File: config.mk
export PLATFORM = sky130hd
export DESIGN_NAME = dram_cmd_responder
export DESIGN_NICKNAME = d
export VERILOG_FILES = /design/src/rtl/dram_cmd_responder.sv
export SDC_FILE = /design/constraint.sdc
export NUM_CORES = 1
export LEC_CHECK = 0
export ABC_AREA = 1
export CORE_MARGIN = 3
export CORE_UTILIZATION = 57
export DETAILED_ROUTE_END_ITERATION = 12
export DONT_BUFFER_PORTS = 1
export PLACE_DENSITY = 0.75
export SLEW_MARGIN = 20
export SYNTH_ARGS = -nofsm -noshare
export SYNTH_HDL_FRONTEND = slang
export SYNTH_SLANG_ARGS = --single-unit
File: constraint.sdc
create_clock -name clk -period 2.1 [get_ports clk]
set_clock_uncertainty 0.15 [all_clocks]
set_input_delay 0.21 -clock clk [delete_from_list [all_inputs] [get_ports clk]]
set_output_delay 0.21 -clock clk [all_outputs]
set_load 0.03 [all_outputs]
File: src/rtl/dram_cmd_responder.sv
// Device-side DRAM command responder: one command per req/ack handshake,
// per-bank open/row tracking, fixed per-command latency, protocol-error pulses.
module dram_cmd_responder #(
  parameter int NUMBER_OF_BANKS = 8,
  parameter int NUMBER_OF_ROWS  = 128,
  parameter int NUMBER_OF_COLS  = 8,
  parameter int DATA_WIDTH      = 8,
  parameter int T_RCD           = 2,
  parameter int T_CAS           = 3,
  parameter int T_RP            = 2,
  parameter int T_RFC           = 6
) (
  input  logic                               clk,
  input  logic                               rst_b,
  input  logic                               cmd_req,
  input  logic [1:0]                         cmd,
  input  logic [$clog2(NUMBER_OF_BANKS)-1:0] bank_id,
  input  logic [$clog2(NUMBER_OF_ROWS)-1:0]  row_id,
  input  logic [$clog2(NUMBER_OF_COLS)-1:0]  col_id,
  output logic                               cmd_ack,
  output logic                               busy,
  output logic                               rd_valid,
  output logic [DATA_WIDTH-1:0]              rd_data,
  output logic [NUMBER_OF_BANKS-1:0]         bank_open,
  output logic                               err,
  output logic [15:0]                        refresh_cnt
);

  localparam int BANK_W = $clog2(NUMBER_OF_BANKS);
  localparam int ROW_W  = $clog2(NUMBER_OF_ROWS);
  localparam int COL_W  = $clog2(NUMBER_OF_COLS);

  localparam logic [1:0] CMD_ACT  = 2'b00;
  localparam logic [1:0] CMD_READ = 2'b01;
  localparam logic [1:0] CMD_REF  = 2'b10;

  if (T_RCD < 1 || T_RCD > 255 || T_CAS < 1 || T_CAS > 255 ||
      T_RP < 1 || T_RP > 255 || T_RFC < 1 || T_RFC > 255) begin : g_bad_latency
    $error("dram_cmd_responder: latency parameters must lie in 1..255");
  end

  typedef enum logic [1:0] {
    S_IDLE,
    S_BUSY,
    S_ACK,
    S_RELEASE
  } state_t;

  state_t            state;
  logic [7:0]        timer;
  logic [1:0]        cmd_q;
  logic [BANK_W-1:0] bank_q;
  logic [ROW_W-1:0]  row_q;
  logic [COL_W-1:0]  col_q;
  logic [ROW_W-1:0]  row_mem [NUMBER_OF_BANKS];

  function automatic logic [7:0] latency_of(input logic [1:0] c);
    logic [7:0] t;
    case (c)
      CMD_ACT:  t = 8'(T_RCD);
      CMD_READ: t = 8'(T_CAS);
      CMD_REF:  t = 8'(T_RFC);
      default:  t = 8'(T_RP);
    endcase
    return t;
  endfunction

  // Linear address of the cell, truncated to the data width.
  function automatic logic [DATA_WIDTH-1:0] read_word(input logic [BANK_W-1:0] b,
                                                      input logic [ROW_W-1:0]  r,
                                                      input logic [COL_W-1:0]  c);
    logic [31:0] addr;
    addr = 32'(b) * 32'(NUMBER_OF_ROWS * NUMBER_OF_COLS)
         + 32'(r) * 32'(NUMBER_OF_COLS) + 32'(c);
    return addr[DATA_WIDTH-1:0];
  endfunction

  always_ff @(posedge clk) begin
    if (rst_b) begin
      state       <= S_IDLE;
      timer       <= '0;
      cmd_q       <= '0;
      bank_q      <= '0;
      row_q       <= '0;
      col_q       <= '0;
      cmd_ack     <= 1'b0;
      busy        <= 1'b0;
      rd_valid    <= 1'b0;
      err         <= 1'b0;
      rd_data     <= '0;
      bank_open   <= '0;
      refresh_cnt <= '0;
      for (int i = 0; i < NUMBER_OF_BANKS; i++) begin
        row_mem[i] <= '0;
      end
    end else begin
      cmd_ack  <= 1'b0;
      rd_valid <= 1'b0;
      err      <= 1'b0;
      case (state)
        S_IDLE: begin
          if (cmd_req) begin
            cmd_q  <= cmd;
            bank_q <= bank_id;
            row_q  <= row_id;
            col_q  <= col_id;
            timer  <= latency_of(cmd);
            busy   <= 1'b1;
            state  <= S_BUSY;
          end
        end
        S_BUSY: begin
          if (timer == 8'd1) begin
            // Command takes effect on the edge that enters ACK.
            state   <= S_ACK;
            cmd_ack <= 1'b1;
            case (cmd_q)
              CMD_ACT: begin
                err               <= bank_open[bank_q];
                bank_open[bank_q] <= 1'b1;
                row_mem[bank_q]   <= row_q;
              end
              CMD_READ: begin
                if (bank_open[bank_q] && (row_mem[bank_q] == row_q)) begin
                  rd_valid <= 1'b1;
                  rd_data  <= read_word(bank_q, row_q, col_q);
                end else begin
                  err <= 1'b1;
                end
              end
              CMD_REF: begin
                err         <= |bank_open;
                refresh_cnt <= refresh_cnt + 16'd1;
              end
              default: begin
                bank_open[bank_q] <= 1'b0;
              end
            endcase
          end else begin
            timer <= timer - 8'd1;
          end
        end
        S_ACK: begin
          busy  <= 1'b0;
          state <= S_RELEASE;
        end
        default: begin
          // Controller must return cmd_req to zero before the next command.
          if (!cmd_req) begin
            state <= S_IDLE;
          end
        end
      endcase
    end
  end

endmodule

==> summary.txt <==
Status
  – Run status: finished, violations left
  – Violated checks: negative setup slack

Global routing
  – Initial antenna violation count: 0
  – Largest net degree at the start of global routing: 50
  – GRT overflow: 0
  – M2 GR Usage: 0.4747
  – Met3 usage: 0.07286
  – Vias in the first global route: between 4,000 and 5,000
  – Tot GR Track Use: 0.2704
  – Met1 Resource Use GR: 0.3166
  – GRT Max-Usage Layer: met2
  – First-pass GRT wire length: 23,820 um

Clocking
  – CTS buffer count: 17
  – CTS max path bufs: 2
  – CTS tree: done
  – H-tree Lvls: 4
  – Clk slew on worst S/H paths: 0.06 ns
  – Clk root buf: clkbuf_8
  – Skew-Pair Late Insertion Delay: between 0.5 and 0.6 ns
  – # clock sinks: between 100 and 150

Logic synthesis
  – Top-count cell post-synth: nand2_1
  – Largest area contributor in the netlist: edfxtp_1
  – Synth Flop Type: dfxtp_1
  – Area share of the leading cell type in the synthesized netlist: 0.2934
  – Unique masters post-synth: 32
  – Synth top area cells: edfxtp_1, dfxtp_1, nand2_1
  – Syn_area_per_cell: ~7.8 um2
  – Gate Count Post-Synth: between 700 and 800
  – Post-synth ARST share: 0
  – Top post-synthesis cells by count: nand2_1, nor2_1, inv_1
  – Post-synthesis register bit count: 120
  – Sequential fraction of the synthesis area: 0.5170
  – Post-Syn Nets: approximately 760
  – Yosys warning total: 0
  – Netlist Area Pre-Place: about 5700 um2
  – EDFF count, synth: between 50 and 60

Worst setup path
  – Slowest library cell on the worst path: dfxtp_4
  – WP data arrival: 2.45 ns
  – CP Depth: 15
  – Setup crit end: rd_data[6]
  – Crit path cell chain: inv_8, clkbuf_16, nand2_2, nand3_2, nand2_1, nand2_2, nand3_2, nand2_1, nor2_1, nand2_2, buf_12, nor2_4, nand3_1, nand2_1, nor2_1
  – Crit path kind: register to register
  – Top delay family on crit path: simple AND/OR/NAND/NOR gates
  – Crit path buf inv count: 3
  – Req. time, crit path: about 2.4 ns
  – Reg2reg end: rd_data[6]
  – Worst R2R Setup Slack: -0.10 ns
  – Reg2Reg Depth: 15
  – Slowest stage delay, CP: 0.42 ns
  – Worst-path maximum fanout: 7
  – Startpoint Class: register
  – Critical Path Sink Type: register

Place
  – Place WS: -0.05433 ns
  – Area after DPL: ~6300 um2
  – GP Congestion: 0.9036
  – Placed wire-length estimate: 9821 um
  – # port buffers: 0

Finish
  – Fill cell count: 570
  – Layout cell share with drive strength beyond 1: 0.2506
  – Layout Nets: 850
  – Area grow syn2layout: 33.65%
  – Ant. Diodes: 0
  – Finished Core Util: 0.8059
  – Fin area: between 7000 and 8000 um2

STA
  – Worst rel slew slack: 0.4925
  – Fin crit share: 1.049
  – Final min period: roughly 2.2 ns
  – Final Max Slew Viols: 0
  – Hold_ws: 0.04887 ns
  – Hold Fails Final Rpt: 0
  – Worst Setup Slack, final: -0.1027 ns
  – Setup violations, final: 10
  – RSZ-0062 raised after global routing: yes
  – Slew @ Worst Pin: between 0.7 and 0.8 ns
  – Achievable Freq: 454.0 MHz

Pwr
  – Maximum VDD drop: between 800 and 900 uV
  – LEAKAGE: about 3.2 nW
  – Seq pwr share: 0.351
  – Cell Int Power: between 0.005 and 0.006 W
  – Power Dens Cells: approximately 1100 nW/um2
  – Clk pwr share: 0.348
  – Gate power share: 0.301
  – Sw frac: 0.3384
  – Sw power: 0.002840 W

Routing
  – Routed Antenna Nets: 0
  – Via density: between 5 and 6
  – First DRT Iteration DRCs: ~550
  – Vias: 5,438
  – Drt wl/cell: 17.64 um
  – # DRC: 0
  – WL final: 16,980 um
  – Drt pass-1 iters: 8

Job
  – Max Cap Viol: 0

Die
  – Die Y: between 100 and 150 um
  – Die W: ~110 um
  – Core footprint: 9503 um2
  – # IOs: 54
  – Initial Util: 0.6030
  – Die ar.: approximately 11,000 um2
  – # rows: 35

Min path
  – Worst hold path class: input pin to register
## per-stage QoR
stage	cells	power (W)	TNS, ns
2_1_floorplan	730	0.004173	-2.633
5_1_grt	963	0.008723	-2.876
6_report	963	0.008391	-0.4432
3_3_place_gp	895	0.004698	-0.4425
3_5_place_dp	895	0.004766	-2.020
4_1_cts	947	0.007741	0
## flip-flops by register name, indices dropped and copies added (netlist names), 2 cells and up, named ones only
signal / cells
cmd_q: 2
rd_data: 8
state: 2
row_q: 7
timer: 8
row_mem: 56
refresh_cnt: 16
col_q: 3
bank_q: 3
## worst min-delay path, stage by stage
cell and delay, ns:
a31oi_1 0.14, o21ai_0 0.16, a21oi_1 0.16
## cells in the final DEF (no fill, tap or decap), types with 10 or more instances in the layout
cell type / instances
o21ai_0: 36
nand3_2: 24
buf_4: 66
inv_1: 89
nand3_1: 30
ha_1: 10
nand2_2: 26
nor2_1: 88
dlygate4sd3_1: 18
a21oi_1: 53
clkbuf_16: 19
nor3_1: 13
edfxtp_1: 56
dfxtp_1: 55
nand2_1: 145
## kinds of logic (layout without fill, tap and decap cells)
| logic type | count (synthesis) | count (layout) | share of synthesized area |
|---|---|---|---|
| AO/OA/AOI/OAI | 101 | 101 | 0.09061 |
| adder cells (fa/ha/maj) | 11 | 11 | 0.02402 |
| AND/OR/NAND/NOR | 363 | 364 | 0.2644 |
| XOR/XNOR | 7 | 7 | 0.01070 |
| flip-flops | 120 | 120 | 0.5170 |
| buffers and inverters | 128 | 231 | 0.09323 |
## worst min path at each step
stage	cells past startpoint	endpoint	start	slack [ns]
2_1_floorplan	3	busy	cmd_req	0.25
3_3_place_gp	1	register	rst_b	0.13
3_5_place_dp	1	refresh_cnt[11]	rst_b	0.13
4_1_cts	3	state[1]	cmd_req	0.03
5_1_grt	3	state[1]	cmd_req	0.06
6_report	3	state[1]	cmd_req	0.05
## per-layer routing
| metal | share of wire | wire length [um] |
|---|---|---|
| met1 | 0.37 | 6327 |
| met2 | 0.51 | 8688 |
| met3 | 0.083 | 1417 |
| met4 | 0.032 | 550 |
| met5 | 0 | 0 |
## cell type report
| cell class | count | area, um2 | share of cell area |
|---|---|---|---|
| Sequential cell | 120 | 2987 | 0.3900 |
| Multi-Input combinational cell | 483 | 2599 | 0.3393 |
| Timing Repair Buffer | 100 | 919.6 | 0.1201 |
| Clock buffer | 17 | 414.1 | 0.05408 |
| Inverter | 98 | 386.6 | 0.05048 |
| Clock inverter | 15 | 183.9 | 0.02402 |
| Tap cell | 129 | 161.4 | 0.02108 |
| Timing Repair inverter | 1 | 7.507 | 0.0009802 |
## what timing repair did
action	4_1_cts	5_1_grt
gates resized for setup	7	117
pin swaps	1	27
hold buffers	18	0
setup buffers	0	10
endpoints found under the hold margin	41	0
setup endpoints to repair	71	114
cloned	2	6
## power groups by stage
stage          combinational, W  clock, W  sequential [W]
4_1_cts                 0.00194   0.00293         0.00287
6_report                0.00252   0.00292         0.00295
2_1_floorplan           0.00132         0         0.00286
5_1_grt                 0.00272   0.00303         0.00297
3_3_place_gp            0.00181         0         0.00289
3_5_place_dp            0.00186         0         0.00291
No activity file was read; power rests on OpenSTA's default activity.
